===== src/rtl/audio_pkg.sv =====
// Shared types and constants for the I2S ADC receive path.
package audio_pkg;

  localparam int unsigned SAMPLE_W       = 24;
  localparam int unsigned I2S_DELAY_BITS = 1;

  typedef logic signed [SAMPLE_W-1:0] sample_t;

  typedef enum logic [1:0] {
    ST_IDLE,
    ST_DELAY,
    ST_SHIFT,
    ST_WAIT
  } rx_state_e;

endpackage


===== src/rtl/audio_adc_rx_sync_edge.sv =====
// Multi-flop synchronizer for codec pins with optional rise/fall detection.
module sync_edge #(
  parameter int unsigned W        = 1,
  parameter int unsigned STAGES   = 2,
  parameter bit          EDGE_DET = 1'b1
) (
  input  logic         clk,
  input  logic         rst_n,
  input  logic [W-1:0] d,
  output logic [W-1:0] q,
  output logic [W-1:0] rise,
  output logic [W-1:0] fall
);

  logic [W-1:0] sync_q [STAGES];
  logic [W-1:0] sync_d [STAGES];

  always_comb begin
    sync_d[0] = d;
    for (int unsigned i = 1; i < STAGES; i++) sync_d[i] = sync_q[i-1];
  end

  always_ff @(posedge clk or negedge rst_n) begin
    if (!rst_n) begin
      for (int unsigned i = 0; i < STAGES; i++) sync_q[i] <= '0;
    end else begin
      sync_q <= sync_d;
    end
  end

  assign q = sync_q[STAGES-1];

  if (EDGE_DET) begin : g_edge
    logic [W-1:0] prev_q;

    always_ff @(posedge clk or negedge rst_n) begin
      if (!rst_n) prev_q <= '0;
      else        prev_q <= q;
    end

    assign rise = q & ~prev_q;
    assign fall = ~q & prev_q;
  end else begin : g_no_edge
    assign rise = '0;
    assign fall = '0;
  end

endmodule


===== src/rtl/audio_adc_rx.sv =====
// I2S ADC receiver: deserializes left/right words into a valid/ready pair stream.
module audio_adc_rx
  import audio_pkg::*;
#(
  parameter int unsigned WIDTH       = 24,
  parameter int unsigned SYNC_STAGES = 2
) (
  input  logic                    sys_clk,
  input  logic                    reset,
  input  logic                    bclk,
  input  logic                    adclrc,
  input  logic                    adcdat,
  output logic signed [WIDTH-1:0] data_left,
  output logic signed [WIDTH-1:0] data_right,
  output logic                    out_valid,
  input  logic                    out_ready,
  output logic                    overrun,
  output logic                    frame_err,
  input  logic                    clr_flags
);

  localparam int unsigned      CNT_W     = $clog2(WIDTH + I2S_DELAY_BITS + 1);
  localparam logic [CNT_W-1:0] FIRST_CNT = CNT_W'(I2S_DELAY_BITS);
  localparam logic [CNT_W-1:0] LAST_CNT  = CNT_W'(WIDTH + I2S_DELAY_BITS - 1);

  logic       bclk_lvl_unused, bclk_fall_unused, bit_ev;
  logic [1:0] pins_s, pins_rise_unused, pins_fall_unused;
  logic       lrc_s, dat_s;

  sync_edge #(.W(1), .STAGES(SYNC_STAGES), .EDGE_DET(1'b1)) u_bclk_sync (
    .clk(sys_clk), .rst_n(reset), .d(bclk),
    .q(bclk_lvl_unused), .rise(bit_ev), .fall(bclk_fall_unused)
  );

  sync_edge #(.W(2), .STAGES(SYNC_STAGES), .EDGE_DET(1'b0)) u_pin_sync (
    .clk(sys_clk), .rst_n(reset), .d({adclrc, adcdat}),
    .q(pins_s), .rise(pins_rise_unused), .fall(pins_fall_unused)
  );

  assign lrc_s = pins_s[1];
  assign dat_s = pins_s[0];

  rx_state_e               state_q, state_d;
  logic                    lrc_prev_q, lrc_prev_d;
  logic [CNT_W-1:0]        cnt_q, cnt_d;
  logic [WIDTH-1:0]        shift_q, shift_d, left_hold_q, left_hold_d, word;
  logic                    left_ok_q, left_ok_d;
  logic signed [WIDTH-1:0] data_left_q, data_left_d, data_right_q, data_right_d;
  logic                    out_valid_q, out_valid_d, overrun_q, overrun_d;
  logic                    frame_err_q, frame_err_d;
  logic                    lr_chg, pair_done, err_ev;

  assign lr_chg = (lrc_s != lrc_prev_q);
  assign word   = {shift_q[WIDTH-2:0], dat_s};

  always_comb begin
    state_d     = state_q;
    lrc_prev_d  = lrc_prev_q;
    cnt_d       = cnt_q;
    shift_d     = shift_q;
    left_hold_d = left_hold_q;
    left_ok_d   = left_ok_q;
    pair_done   = 1'b0;
    err_ev      = 1'b0;

    // cnt counts bit events since the LR change, the discarded delay bit included
    if (bit_ev) begin
      lrc_prev_d = lrc_s;
      unique case (state_q)
        ST_IDLE: begin
          if (lr_chg && !lrc_s) begin
            state_d   = ST_DELAY;
            cnt_d     = FIRST_CNT;
            left_ok_d = 1'b0;
          end
        end
        ST_DELAY, ST_SHIFT: begin
          if (lr_chg) begin
            err_ev    = 1'b1;
            left_ok_d = 1'b0;
            state_d   = ST_DELAY;
            cnt_d     = FIRST_CNT;
          end else begin
            shift_d = word;
            cnt_d   = cnt_q + CNT_W'(1);
            state_d = ST_SHIFT;
            if (cnt_q == LAST_CNT) begin
              state_d = ST_WAIT;
              if (!lrc_s) begin
                left_hold_d = word;
                left_ok_d   = 1'b1;
              end else begin
                pair_done = left_ok_q;
                left_ok_d = 1'b0;
              end
            end
          end
        end
        ST_WAIT: begin
          if (lr_chg) begin
            state_d = ST_DELAY;
            cnt_d   = FIRST_CNT;
            if (!lrc_s) left_ok_d = 1'b0;
          end
        end
        default: state_d = ST_IDLE;
      endcase
    end
  end

  always_comb begin
    data_left_d  = data_left_q;
    data_right_d = data_right_q;
    out_valid_d  = out_valid_q;
    overrun_d    = overrun_q & ~clr_flags;
    frame_err_d  = (frame_err_q & ~clr_flags) | err_ev;

    // a pair completing on the acceptance cycle replaces the presented one
    if (pair_done) begin
      if (!out_valid_q || out_ready) begin
        data_left_d  = left_hold_q;
        data_right_d = word;
        out_valid_d  = 1'b1;
      end else begin
        overrun_d = 1'b1;
      end
    end else if (out_valid_q && out_ready) begin
      out_valid_d = 1'b0;
    end
  end

  always_ff @(posedge sys_clk or negedge reset) begin
    if (!reset) begin
      state_q      <= ST_IDLE;
      lrc_prev_q   <= 1'b0;
      cnt_q        <= '0;
      shift_q      <= '0;
      left_hold_q  <= '0;
      left_ok_q    <= 1'b0;
      data_left_q  <= '0;
      data_right_q <= '0;
      out_valid_q  <= 1'b0;
      overrun_q    <= 1'b0;
      frame_err_q  <= 1'b0;
    end else begin
      state_q      <= state_d;
      lrc_prev_q   <= lrc_prev_d;
      cnt_q        <= cnt_d;
      shift_q      <= shift_d;
      left_hold_q  <= left_hold_d;
      left_ok_q    <= left_ok_d;
      data_left_q  <= data_left_d;
      data_right_q <= data_right_d;
      out_valid_q  <= out_valid_d;
      overrun_q    <= overrun_d;
      frame_err_q  <= frame_err_d;
    end
  end

  assign data_left  = data_left_q;
  assign data_right = data_right_q;
  assign out_valid  = out_valid_q;
  assign overrun    = overrun_q;
  assign frame_err  = frame_err_q;

endmodule


===== config.mk =====
export PLATFORM = sky130hd
export DESIGN_NAME = audio_adc_rx
export DESIGN_NICKNAME = d
export VERILOG_FILES = /design/src/rtl/audio_pkg.sv /design/src/rtl/audio_adc_rx_sync_edge.sv /design/src/rtl/audio_adc_rx.sv
export SDC_FILE = /design/constraint.sdc
export NUM_CORES = 1
export LEC_CHECK = 0
export ABC_AREA = 0
export CELL_PAD_IN_SITES_DETAIL_PLACEMENT = 0
export CELL_PAD_IN_SITES_GLOBAL_PLACEMENT = 1
export CORE_MARGIN = 4
export CORE_UTILIZATION = 45
export CTS_CLUSTER_SIZE = 30
export DETAILED_ROUTE_END_ITERATION = 7
export MAX_ROUTING_LAYER = met4
export PLACE_DENSITY_LB_ADDON = 0.05
export SLEW_MARGIN = 25
export SYNTH_ARGS = -nofsm -noshare
export SYNTH_HDL_FRONTEND = slang
export SYNTH_HIERARCHICAL = 1
export SYNTH_SLANG_ARGS = --single-unit

===== constraint.sdc =====
create_clock -name sys_clk -period 3.05 [get_ports sys_clk]
set_input_delay 0.305 -clock sys_clk [delete_from_list [all_inputs] [get_ports sys_clk]]
set_output_delay 0.305 -clock sys_clk [all_outputs]
set_load 0.01 [all_outputs]

==> impl_metrics.toml <==
[cts]
cts_tree = "built"
path_clk_slew_ns = 0.06
ctsResizeCount = 0
htree_levels = 4
numClockSinks = 114
clock_latency_ns = 0.51
root_buffer = "clkbuf_8"
cts_made_buffers = 17
clk_path_buf_depth = 2

[global_route]
grt_usage = 0.154
grt_pass1_wl_mm = 13.2
antenna_found_initial = 0
grt-ovfl-total = 0
first_global_vias = 2658
grt_start_max_net_pins = 49

[timing]
whs_ns = 0.247
max_freq_mhz = 456
finalSetupViolCount = 0
relSlewSlack = 0.609
finalHoldViolCount = 0
tightest_slew_ns = 0.586
setup_slack_ns = 0.856
setup_tns_ns = 0
rsz0062_at_grt = "false"
timing.final.crit_share = 0.719
period_minus_slack_ns = 2.19
finalMaxSlewViolations = 0
fin_skew_ns = 0.0104

[die]
coreArea_um2 = 9420
dieWidth_um = 107
initial_core_util = 0.470
dieArea_um2 = 11500
rows = 35
pin_count = 58
dieHeight_um = 107

[critical_path]
crit_arrival_ns = 2.58
crit_family = "simple AND/OR/NAND/NOR gates"
crit_required_ns = 3.44
start_kind = "flop"
cpMaxStageDelayCell = "nor2_2"
cp-startpoint = "cnt_q[0]"
r2r-start = "cnt_q[0]"
path_buf_inv = 2
max_stage_delay_ns = 0.49
endpoint_kind = "flop"
critPathKind = "flop to flop"
worstPathMaxFanout = 11
cp_cell_sequence = "inv_1, ha_1, nand4b_1, nor2_2, buf_4, mux2_2"

[placement]
port_buffers = 57
post-dp-hpwl_mm = 4.82
placed_cells = 462
postPlaceCellArea_um2 = 5160
gp_congestion = 0.812
dp_slack_ns = 0.846

[cells_and_area]
postLayoutCoreUtil = 0.613
instances_no_fill = 494
nets = 367
synthToLayoutAreaGrowth_pct = 30.4
n_antenna_cell = 0
final_layout_size_suffix_gt1_frac = 0.323
stdcell_area_um2 = 5770

[routing]
drc = 0
routed_wl_mm = 7.59
vias = 2480
wl_per_cell_um = 15.4
drt_pass1_iterations = 4
via_per_inst = 5.02
ant_nets = 0
drt-initial-drc-count = 38

[power]
peakVddDrop_mv = 0.370
p_per_area_nw_per_um2 = 684
leakagePower_nw = 2.81
power_mw = 3.95

[logic_synthesis]
netlist_instances = 280
synth_area_um2 = 4430
postSynthAreaPerCell_um2 = 15.8
syn-num-nets = 294
ys_warn_count = 6

[job]
drv_cap = 0

[run_status]
status = "completed"

[worst_hold_path]
hold_class = "input pin to flop"
hold_start = "adclrc"
-- sequential cells by signal, summed over array words and instances (netlist names) --
| name | cells |
|---|---|
| left_hold_q | 24 |
| out_valid | 1 |
| data_right | 24 |
| overrun | 1 |
| data_left | 24 |
| left_ok_q | 1 |
| shift_q | 23 |
| lrc_prev_q | 1 |
| u_bclk_sync/g_edge.prev_q | 1 |
| u_pin_sync/sync_d | 2 |
| u_pin_sync/q | 2 |
| u_bclk_sync/q | 1 |
| cnt_q | 5 |
| state_q | 2 |
| u_bclk_sync/sync_d | 1 |
| frame_err | 1 |
-- cell type report --
cell class	instances	area, um2
Sequential cell	114	2850
Timing Repair Buffer	64	648
Clock buffer	19	442
Multi-Input combinational cell	147	1480
Inverter	9	33.8
Tap cell	129	161
Fill cell	770	3640
Clock inverter	12	158
-- final timing paths --
kind | slack, ns | depth (start not counted) | to
worst max-delay path | 0.86 | 6 | left_hold_q[11]
worst min-delay path | 0.25 | 1 | u_pin_sync/sync_d[1]
worst max register to register | 0.86 | 6 | left_hold_q[11]
worst min register to register | 0.35 | 0 | u_bclk_sync/q
max in group asynchronous | 1.94 | 3 | data_left[14]
min in group asynchronous | 0.34 | 2 | cnt_q[4]
-- where the power goes --
part | switching, mW | leakage [nW] | internal [mW] | total (mW)
logic | 0.180 | 0.956 | 0.140 | 0.320
clock network | 0.682 | 0.286 | 1.28 | 1.97
registers | 0.0695 | 1.56 | 1.59 | 1.66
total | 0.931 | 2.80 | 3.01 | 3.95
-- cell usage in the layout, fill, tap and decap left out, types with 2 or more instances in the layout --
| cell | n |
|---|---|
| buf_12 | 2 |
| buf_4 | 5 |
| bufinv_16 | 3 |
| clkbuf_16 | 16 |
| clkbuf_8 | 3 |
| clkdlybuf4s50_1 | 56 |
| clkinv_2 | 2 |
| clkinv_4 | 3 |
| clkinvlp_4 | 3 |
| dfrtp_1 | 114 |
| ha_1 | 7 |
| inv_1 | 9 |
| mux2_1 | 20 |
| mux2_2 | 76 |
| mux2i_1 | 2 |
| nand2_1 | 4 |
| nand2b_1 | 4 |
| nand3_1 | 7 |
| nor2b_1 | 3 |
| o211ai_1 | 2 |
| o21ai_0 | 3 |
| o31ai_1 | 2 |
| or3_1 | 3 |
-- per-layer routing --
metal | track usage | part of all wire | vias to the layer above
met5 | - | 0 | -
li1 | - | - | 1146
met3 | 0.0590 | 0.047 | 7
met2 | 0.223 | 0.46 | 49
met4 | 0.0630 | 0.011 | 0
met1 | 0.194 | 0.48 | 1278
-- what timing repair did --
| action | in CTS | in global routing |
|---|---|---|
| buffers inserted | 0 | 0 |
| endpoints found under the hold margin | 44 | 0 |
| hold buffers | 1 | 0 |
No activity file was read; power rests on OpenSTA's default activity.
